===== src/rtl/alu_share_arb.sv =====
// alu_share_arb: two-requester round-robin front end that
// time-shares one external combinational 32-bit ALU.
//
// Ports
//   clk, rst_n              clock, async active-low reset
//   req0_* / req1_*         valid/ready request channels
//                           (op code, operands a/b)
//   rsp0_* / rsp1_*         valid/ready response handshakes
//   rsp_result, rsp_z/n/v   shared registered response
//   alu_gin, alu_a, alu_b   registered drive to the ALU
//   alu_sum, alu_zout,      ALU result and flags
//   alu_v                   (the ALU's N flag is not used)
//   ops_done                wrapping completion counter
//   rsp_err                 illegal-op flag, only present
//                           when ALU_SHARE_ARB_ILLEGAL_OP_EN
//                           is defined
//
// Build option ALU_SHARE_ARB_ILLEGAL_OP_EN: unknown op codes
// bypass the ALU and return a zero result with rsp_err=1.

module alu_share_arb #(
  parameter int WIDTH = 32,
  parameter int CNT_W = 16
) (
  input  logic             clk,
  input  logic             rst_n,

  input  logic             req0_valid,
  output logic             req0_ready,
  input  logic [2:0]       req0_op,
  input  logic [WIDTH-1:0] req0_a,
  input  logic [WIDTH-1:0] req0_b,

  input  logic             req1_valid,
  output logic             req1_ready,
  input  logic [2:0]       req1_op,
  input  logic [WIDTH-1:0] req1_a,
  input  logic [WIDTH-1:0] req1_b,

  output logic             rsp0_valid,
  input  logic             rsp0_ready,
  output logic             rsp1_valid,
  input  logic             rsp1_ready,
  output logic [WIDTH-1:0] rsp_result,
  output logic             rsp_z,
  output logic             rsp_n,
  output logic             rsp_v,

  output logic [2:0]       alu_gin,
  output logic [WIDTH-1:0] alu_a,
  output logic [WIDTH-1:0] alu_b,
  input  logic [WIDTH-1:0] alu_sum,
  input  logic             alu_zout,
  input  logic             alu_v,

  output logic [CNT_W-1:0] ops_done
`ifdef ALU_SHARE_ARB_ILLEGAL_OP_EN
  ,
  output logic             rsp_err
`endif
);

  localparam logic [1:0] S_IDLE = 2'd0;
  localparam logic [1:0] S_EXEC = 2'd1;
  localparam logic [1:0] S_RESP = 2'd2;

  localparam logic [2:0] OP_AND = 3'b000;
  localparam logic [2:0] OP_OR  = 3'b001;
  localparam logic [2:0] OP_ADD = 3'b010;
  localparam logic [2:0] OP_SUB = 3'b110;
  localparam logic [2:0] OP_SLT = 3'b111;

  // state and arbitration
  logic [1:0]       r_state;
  logic             r_last_grant;
  logic             r_grant;

  // latched request, drives the ALU directly
  logic [2:0]       r_op;
  logic [WIDTH-1:0] r_a;
  logic [WIDTH-1:0] r_b;

  // registered response
  logic [WIDTH-1:0] r_result;
  logic             r_z;
  logic             r_n;
  logic             r_v;
  logic [CNT_W-1:0] r_cnt;

  logic             w_idle;
  logic             w_exec;
  logic             w_resp;
  logic             w_pick1;
  logic             w_accept;
  logic             w_done;
  logic             w_legal;
  logic [2:0]       w_op;
  logic [WIDTH-1:0] w_a;
  logic [WIDTH-1:0] w_b;
  logic             w_n;
  logic             w_v;

  assign w_idle = (r_state == S_IDLE);
  assign w_exec = (r_state == S_EXEC);
  assign w_resp = (r_state == S_RESP);

  // Requester 1 wins when alone, or on a tie when
  // requester 0 was the one served last.
  assign w_pick1 = req1_valid &
                   (~req0_valid | ~r_last_grant);

  assign w_accept = w_idle & (req0_valid | req1_valid);

  assign req0_ready = w_idle & req0_valid & ~w_pick1;
  assign req1_ready = w_idle & w_pick1;

  assign w_op = w_pick1 ? req1_op : req0_op;
  assign w_a  = w_pick1 ? req1_a  : req0_a;
  assign w_b  = w_pick1 ? req1_b  : req0_b;

  assign w_done = w_resp &
                  (r_grant ? rsp1_ready : rsp0_ready);

`ifdef ALU_SHARE_ARB_ILLEGAL_OP_EN
  always_comb begin
    w_legal = 1'b0;
    unique case (w_op)
      OP_AND,
      OP_OR,
      OP_ADD,
      OP_SUB,
      OP_SLT:  w_legal = 1'b1;
      default: w_legal = 1'b0;
    endcase
  end
`else
  assign w_legal = 1'b1;
`endif

  // Flag normalisation: SLT reports the compare bit as
  // "negative"; overflow only means something for ADD/SUB.
  always_comb begin
    w_n = alu_sum[WIDTH-1];
    w_v = 1'b0;
    unique case (r_op)
      OP_SLT: w_n = alu_sum[0];
      OP_ADD,
      OP_SUB: w_v = alu_v;
      default: begin
        w_n = alu_sum[WIDTH-1];
        w_v = 1'b0;
      end
    endcase
  end

  // FSM
  always_ff @(posedge clk or negedge rst_n) begin
    if (!rst_n) begin
      r_state <= S_IDLE;
    end else begin
      unique case (r_state)
        S_IDLE: begin
          if (w_accept)
            r_state <= w_legal ? S_EXEC : S_RESP;
        end
        S_EXEC: r_state <= S_RESP;
        S_RESP: begin
          if (w_done)
            r_state <= S_IDLE;
        end
        default: r_state <= S_IDLE;
      endcase
    end
  end

  // Request latch. Illegal codes never reach the ALU, so
  // the operand registers keep their previous contents.
  always_ff @(posedge clk or negedge rst_n) begin
    if (!rst_n) begin
      r_grant <= 1'b0;
      r_op    <= 3'b000;
      r_a     <= '0;
      r_b     <= '0;
    end else if (w_accept) begin
      r_grant <= w_pick1;
      if (w_legal) begin
        r_op <= w_op;
        r_a  <= w_a;
        r_b  <= w_b;
      end
    end
  end

  // Response capture; held untouched through RESP stalls.
  always_ff @(posedge clk or negedge rst_n) begin
    if (!rst_n) begin
      r_result <= '0;
      r_z      <= 1'b0;
      r_n      <= 1'b0;
      r_v      <= 1'b0;
    end else if (w_exec) begin
      r_result <= alu_sum;
      r_z      <= alu_zout;
      r_n      <= w_n;
      r_v      <= w_v;
    end else if (w_accept && !w_legal) begin
      r_result <= '0;
      r_z      <= 1'b0;
      r_n      <= 1'b0;
      r_v      <= 1'b0;
    end
  end

`ifdef ALU_SHARE_ARB_ILLEGAL_OP_EN
  logic r_err;

  always_ff @(posedge clk or negedge rst_n) begin
    if (!rst_n)
      r_err <= 1'b0;
    else if (w_accept)
      r_err <= ~w_legal;
  end

  assign rsp_err = r_err;
`endif

  // Completion bookkeeping
  always_ff @(posedge clk or negedge rst_n) begin
    if (!rst_n) begin
      r_last_grant <= 1'b1;
      r_cnt        <= '0;
    end else if (w_done) begin
      r_last_grant <= r_grant;
      r_cnt        <= r_cnt + 1'b1;
    end
  end

  assign rsp0_valid = w_resp & ~r_grant;
  assign rsp1_valid = w_resp &  r_grant;
  assign rsp_result = r_result;
  assign rsp_z      = r_z;
  assign rsp_n      = r_n;
  assign rsp_v      = r_v;

  assign alu_gin  = r_op;
  assign alu_a    = r_a;
  assign alu_b    = r_b;
  assign ops_done = r_cnt;

endmodule


===== config.mk =====
export PLATFORM = sky130hd
export DESIGN_NAME = alu_share_arb
export DESIGN_NICKNAME = d
export VERILOG_FILES = /design/src/rtl/alu_share_arb.sv
export SDC_FILE = /design/constraint.sdc
export NUM_CORES = 1
export LEC_CHECK = 0
export CORE_MARGIN = 2
export CORE_UTILIZATION = 40
export DETAILED_ROUTE_END_ITERATION = 8
export DONT_BUFFER_PORTS = 1
export SKIP_CTS_REPAIR_TIMING = 1
export SLEW_MARGIN = 40
export SYNTH_ARGS = -nofsm -noshare
export SYNTH_HDL_FRONTEND = slang
export SYNTH_SLANG_ARGS = --single-unit

===== constraint.sdc =====
create_clock -name clk -period 1.3 [get_ports clk]
set_input_delay 0.26 -clock clk [delete_from_list [all_inputs] [get_ports clk]]
set_output_delay 0.26 -clock clk [all_outputs]
set_load 0.01 [all_outputs]

==> Yosys cells after proc, flatten, opt, wreduce, memory -nomap -nowiden <==
Index checks and enable logic that the tools add are counted.
{ "totals": {"regBits": 122, "latchBits": 0, "ramBits": 0, "romBits": 0, "input_bits": 174, "output_inout_bits": 122, "wordCells": 45, "n_memories": 0} }
{ "classes": {"addsub": 1, "n_mul": 0, "n_div": 0, "n_lt_le_gt_ge": 0, "eq_ne": 7, "n_shift": 0, "mux": 9, "bitwise": 14, "reduce_logical": 3} }
{ "ops": {"columns": ["cell", "n"], "rows": [
  ["2-to-1 mux 32 bit", 2],
  ["adder 16 x 1 -> 16 bit, second input constant", 1],
  ["AND 1 bit", 8],
  ["equality test 3 bit, second input constant", 2],
  ["case mux 2 bit (3 select lines)", 1],
  ["2-to-1 mux 2 bit", 2],
  ["inequality test 2 x 1 -> 1 bit, second input constant", 2],
  ["inverter 1 bit", 4],
  ["equality test 3 x 2 -> 1 bit, second input constant", 1],
  ["2-to-1 mux 1 bit", 3],
  ["2-to-1 mux 3 bit", 1],
  ["equality test 2 x 1 -> 1 bit, second input constant", 1],
  ["equality test 2 bit, second input constant", 1],
  ["logical NOT 2 bit", 1],
  ["OR 1 bit", 2],
  ["AND reduction 2 bit", 1],
  ["OR reduction 2 bit", 1]
]} }

==> Longest topological paths before layout <==
Gate-level depths: netlist of the first run.
{ "logic_depth": {"word_depth": 5, "mapped_depth": 6, "ltp_nobuf": 5} }

==> Least setup slack after synthesis of the first run <==
Ideal clock, no wire load.
{ "synth_path": {"path_type": "reg2reg", "from": "register r_cnt[0], in the netlist ops_done[0]", "to": "register r_cnt[12], in the netlist ops_done[12]", "setup_ps": 125, "t_arrival_ps": 1385, "t_required_ps": 1175, "setup_slack_ps": -210, "stages_incl_launch_ff": 6, "path_buffers": 0, "period_less_slack_ps": 1510, "cell_sequence": "dfrtp_1 > ha_1 > nand3_1 > nor4_2 > nand4_1 > xnor2_1"} }
{ "synth_between": {"elab_chain_cells": 1} }
{ "synth_rtl": {"columns": ["element", "line_no", "source"], "rows": [
  ["from (decl)", "88", "logic [CNT_W-1:0] r_cnt;"],
  ["from (signal assigned)", "234", "r_cnt <= r_cnt + 1'b1;"],
  ["adder 16 x 1 -> 16 bit", "234", null]
]} }
Every way passes these cells.
A chain may end at the register's enable or synchronous reset.

==> Final worst setup path of the first run <==
{ "layout_path": {"from": "register r_last_grant", "to": "output req0_ready"} }
{ "layout_between": {"elab_chain_cells": 5} }
{ "layout_rtl": {"columns": ["element", "line_no", "source"], "rows": [
  ["from (decl)", "75", "logic r_last_grant;"],
  ["from (signal assigned)", "233", "r_last_grant <= r_grant;"],
  ["inverter 1 bit", "110", "(~req0_valid | ~r_last_grant);"],
  ["OR 1 bit", "110", null],
  ["AND 1 bit", "109", "assign w_pick1 = req1_valid &"],
  ["inverter 1 bit", "114", "assign req0_ready = w_idle & req0_valid & ~w_pick1;"],
  ["AND 1 bit", "114", null],
  ["to (decl)", "29", "output logic req0_ready,"]
]} }
Every way passes these cells.

==> PnR_summary.wiki, run 1 <==
{| class="wikitable"
! Metric !! Value
|-
| Post-synthesis async set-or-reset flop share || 1.00
|-
| Count of flip-flops with a built-in enable after synthesis || 0
|-
| Sequential Power Share || 0.392
|-
| Wire length of the first global-routing pass || 19.4 mm
|-
| Pin count of the biggest net entering global routing || 123
|-
| TritonCTS Sinks || 122
|-
| WP data required || 1040 ps
|-
| Via density per instance || 5.36
|-
| Mapped Cells || 450
|-
| Root buf cell || sky130_fd_sc_hd__clkbuf_16
|-
| DRC errors left || 0
|-
| Remaining Overflow, GRT || 0
|-
| M1 wire length || slightly below 6 mm
|-
| Worst IR drop on VDD || 1.03 mV
|-
| Insertion delay to the later sink of the worst-skew pair || 400 ps
|-
| Final core utilization || 0.592
|-
| WHS || -452 ps
|-
| Post-Synthesis Cell Area || 5280 µm²
|-
| Switch share || 0.355
|-
| Critical path startpoint category || flop
|-
| Data arrival time of the worst path || approximately 1400 ps
|-
| Standby leakage power || roughly 3.4 nW
|-
| Result of the run || finished, violations left
|-
| Post-synth top flop || sky130_fd_sc_hd__dfrtp_1
|-
| Internal power contribution || 12.9 mW
|-
| Fin Setup TNS || -13330 ps
|-
| Overall power || ~20 mW
|-
| Number of search-and-repair iterations in the first detailed-routing pass || 4
|-
| Number of nets at the end of the flow || 717
|-
| Count of unique library cells instantiated by Yosys || 33
|-
| Highest net fanout along the worst path || 4
|-
| Layout Skew || between 5 and 6 ps
|-
| Number of failing setup endpoints in the final timing report || 115
|-
| Fraction of synthesized cell area in xor and xnor cells || 0.0249
|-
| Flip-flop and latch area || 3060 µm²
|-
| Simple-Gate Fraction of Synth Area || 0.0883
|-
| Mapped Nets || 625
|-
| Part of the power in combinational logic || 0.367
|-
| Effective utilization at floorplan || 0.414
|-
| Endpoint class of the critical path || primary output
|-
| Kind of critical path || reg -> out
|-
| Post-synthesis adder-cell area fraction || 0.00237
|-
| Most common cell after layout, fill and taps aside || sky130_fd_sc_hd__dfrtp_1
|-
| # rows || 41
|-
| Die Area || 14100 µm²
|-
| CTS tree || built
|-
| Synth-to-Final Area Change || 43.2%
|-
| GRT Total Usage || 0.179
|-
| Worst hold path class || in -> async
|-
| Synth Warn # || 0
|-
| Final worst-path setup slack || -363 ps
|-
| Total via count in the routed design || roughly 4000
|-
| Maximum clock frequency || 601 MHz
|-
| Final critical path time including I/O delays and setup || between 1500 and 2000 ps
|-
| Slew headroom || 0.788
|-
| Input/output buffers || 0
|-
| Number of top-level pins || 296
|-
| Area of the core || 12800 µm²
|-
| Maximum level of the CTS H-tree || 4
|-
| Switch Pwr || 7.07 mW
|-
| Clock-pin slew on the worst setup and hold paths || approximately 50 ps
|-
| Fraction of layout instances using a drive strength above 1 || 0.301
|-
| Horizontal extent of the die || 119 µm
|-
| Initial antenna violation count || 0
|-
| Area of combinational cells with multiple inputs || 2440 µm²
|-
| Number of max-cap violations || 0
|-
| Number of routed nets with antenna violations || 0
|-
| Mean post-synth cell area || 11.7 µm²
|-
| Number of filler instances in the final layout || between 900 and 1000
|-
| Violations in the final reports || negative hold slack, negative setup slack
|-
| Synthesized-area fraction occupied by ao, oa, aoi and oai cells || 0.0727
|-
| Final HPWL DP || 9.60 mm
|-
| Average routed wire per standard cell || 21.8 µm
|-
| WL final || 15.9 mm
|-
| Power per standard cell area || about 2600 nW/µm²
|-
| DIE HEIGHT || about 120 µm
|-
| Unrepaired setup endpoints after global routing || yes
|-
| Register-to-Register Path Depth || 5
|-
| Maximum buffer depth of the clock tree || 2
|-
| Antenna fix cells || 0
|-
| Clock power frac || 0.241
|-
| Drt first-iter violations || about 200
|-
| Number of hold violations in the final report || around 120
|-
| Share of cell area taken by muxes after synthesis || 0.205
|-
| Sequential share of the synthesized area || 0.578
|-
| Worst Max-Slew Pin Slew || 311 ps
|-
| Number of buffers added by the clock tree synthesis step || 17
|-
| Register bit total from synthesis || 122
|-
| Place WS || -208 ps
|-
| Last weighted congestion value of the routability-driven placer || 0.768
|-
| Highest-count cells in the layout ignoring fill and taps || sky130_fd_sc_hd__dfrtp_1 (116), sky130_fd_sc_hd__nor2_1 (70), sky130_fd_sc_hd__a21oi_1 (64), sky130_fd_sc_hd__mux2i_1 (62), sky130_fd_sc_hd__mux2_4 (35)
|-
| Final Max Slew Viols || 0
|-
| Met3 routed wirelength || 1.40 mm
|-
| Period utilization || 1.28
|-
| Uppermost layer routed || met4
|-
| Amount of wire on met2 after detailed routing || a little over 8 mm
|-
| Main combinational cell family by area after synthesis || multiplexers
|-
| Vias in the first global route || 3568
|}
## state kept, by name, summed over array words and instances, names as in the netlist
register,cells
ops_done,16
rsp_n,1
rsp_result,32
r_state,2
rsp_v,1
alu_gin,3
alu_a,32
r_last_grant,1
rsp_z,1
alu_b,32
r_grant,1
## cells by family (layout without fill, tap and decap cells)
logic type               after synthesis  count (layout)
flip-flops                           122             122
buffers and inverters                 29             133
AO/OA/AOI/OAI                         74              75
multiplexers                         104             104
adder cells (fa/ha/maj)                1               1
AND/OR/NAND/NOR                      105             105
XOR/XNOR                              15              15
## power by group through the flow
stage                     Combinational (mW)  Sequential [mW]  Clock (mW)
after CTS                               4.57             7.73        4.89
after global routing                    7.86             8.01        5.10
final                                   7.31             7.82        4.81
after global placement                  4.34             7.71           0
after floorplan                         3.43             7.32           0
after detailed placement                4.57             7.75           0
## per-layer routing
metal | vias to the layer above | global-route usage
met2 | 224 | 0.305
met3 | 21 | 0.0781
met4 | 0 | 0.0811
li1 | 1750 | -
met5 | - | 0
met1 | 1903 | 0.192
## worst max-delay path, stage by stage, from the launching register on
cell and delay (ps):
sky130_fd_sc_hd__dfstp_2 560, sky130_fd_sc_hd__a21boi_4 80, sky130_fd_sc_hd__buf_6 130, sky130_fd_sc_hd__buf_8 110
sky130_fd_sc_hd__nor2_4 120
## area by class of cell
| cell class | count | share of cell area |
|---|---|---|
| inverter | 2 | 0.000993 |
| clock inverter | 11 | 0.0190 |
| sequential | 122 | 0.405 |
| multi-input combinational | 300 | 0.323 |
| tap | 172 | 0.0285 |
| clock buffer | 21 | 0.0622 |
| timing repair buffer | 99 | 0.162 |
## cell usage after synthesis (all sizes together), types with 3 or more instances
cell | count | area [µm²]
nand4 | 3 | 18.8
nand2 | 9 | 33.8
nand3 | 7 | 40.0
nor2 | 75 | 282
dfrtp | 121 | 3030
a21oi | 67 | 335
mux2i | 69 | 691
xor2 | 5 | 43.8
buf | 25 | 134
mux2 | 35 | 394
xnor2 | 10 | 87.6
## per-stage QoR
stage               area [µm²]  instances
floorplan                 5330        450
global placement          5750        630
detailed placement        5750        630
CTS                       6360        662
global route              7560        727
finish                    7560        727
## path summary, 6_finish.rpt
path / startpoint / slack, ps / endpoint
worst max-delay path: r_last_grant / -360 / req0_ready
worst min-delay path: rst_n / -450 / ops_done[15]
worst max register to register: r_state[0] / -240 / ops_done[15]
worst min register to register: ops_done[15] / 540 / ops_done[15]
max in group asynchronous: rst_n / 1540 / r_last_grant
min in group clk: rsp1_ready / 20 / r_last_grant
(Power assumes the default switching activity.)
==> run 2: changes to the inputs <==
--- a/config.mk
+++ b/config.mk
@@ -7,6 +7,7 @@
 export LEC_CHECK = 0
 export CORE_MARGIN = 2
 export CORE_UTILIZATION = 40
+export CTS_CLUSTER_DIAMETER = 60
 export DETAILED_ROUTE_END_ITERATION = 8
 export DONT_BUFFER_PORTS = 1
 export SKIP_CTS_REPAIR_TIMING = 1
==> results of run 2 <==
Final layout, timing and power as in run 1 (identical DEF).
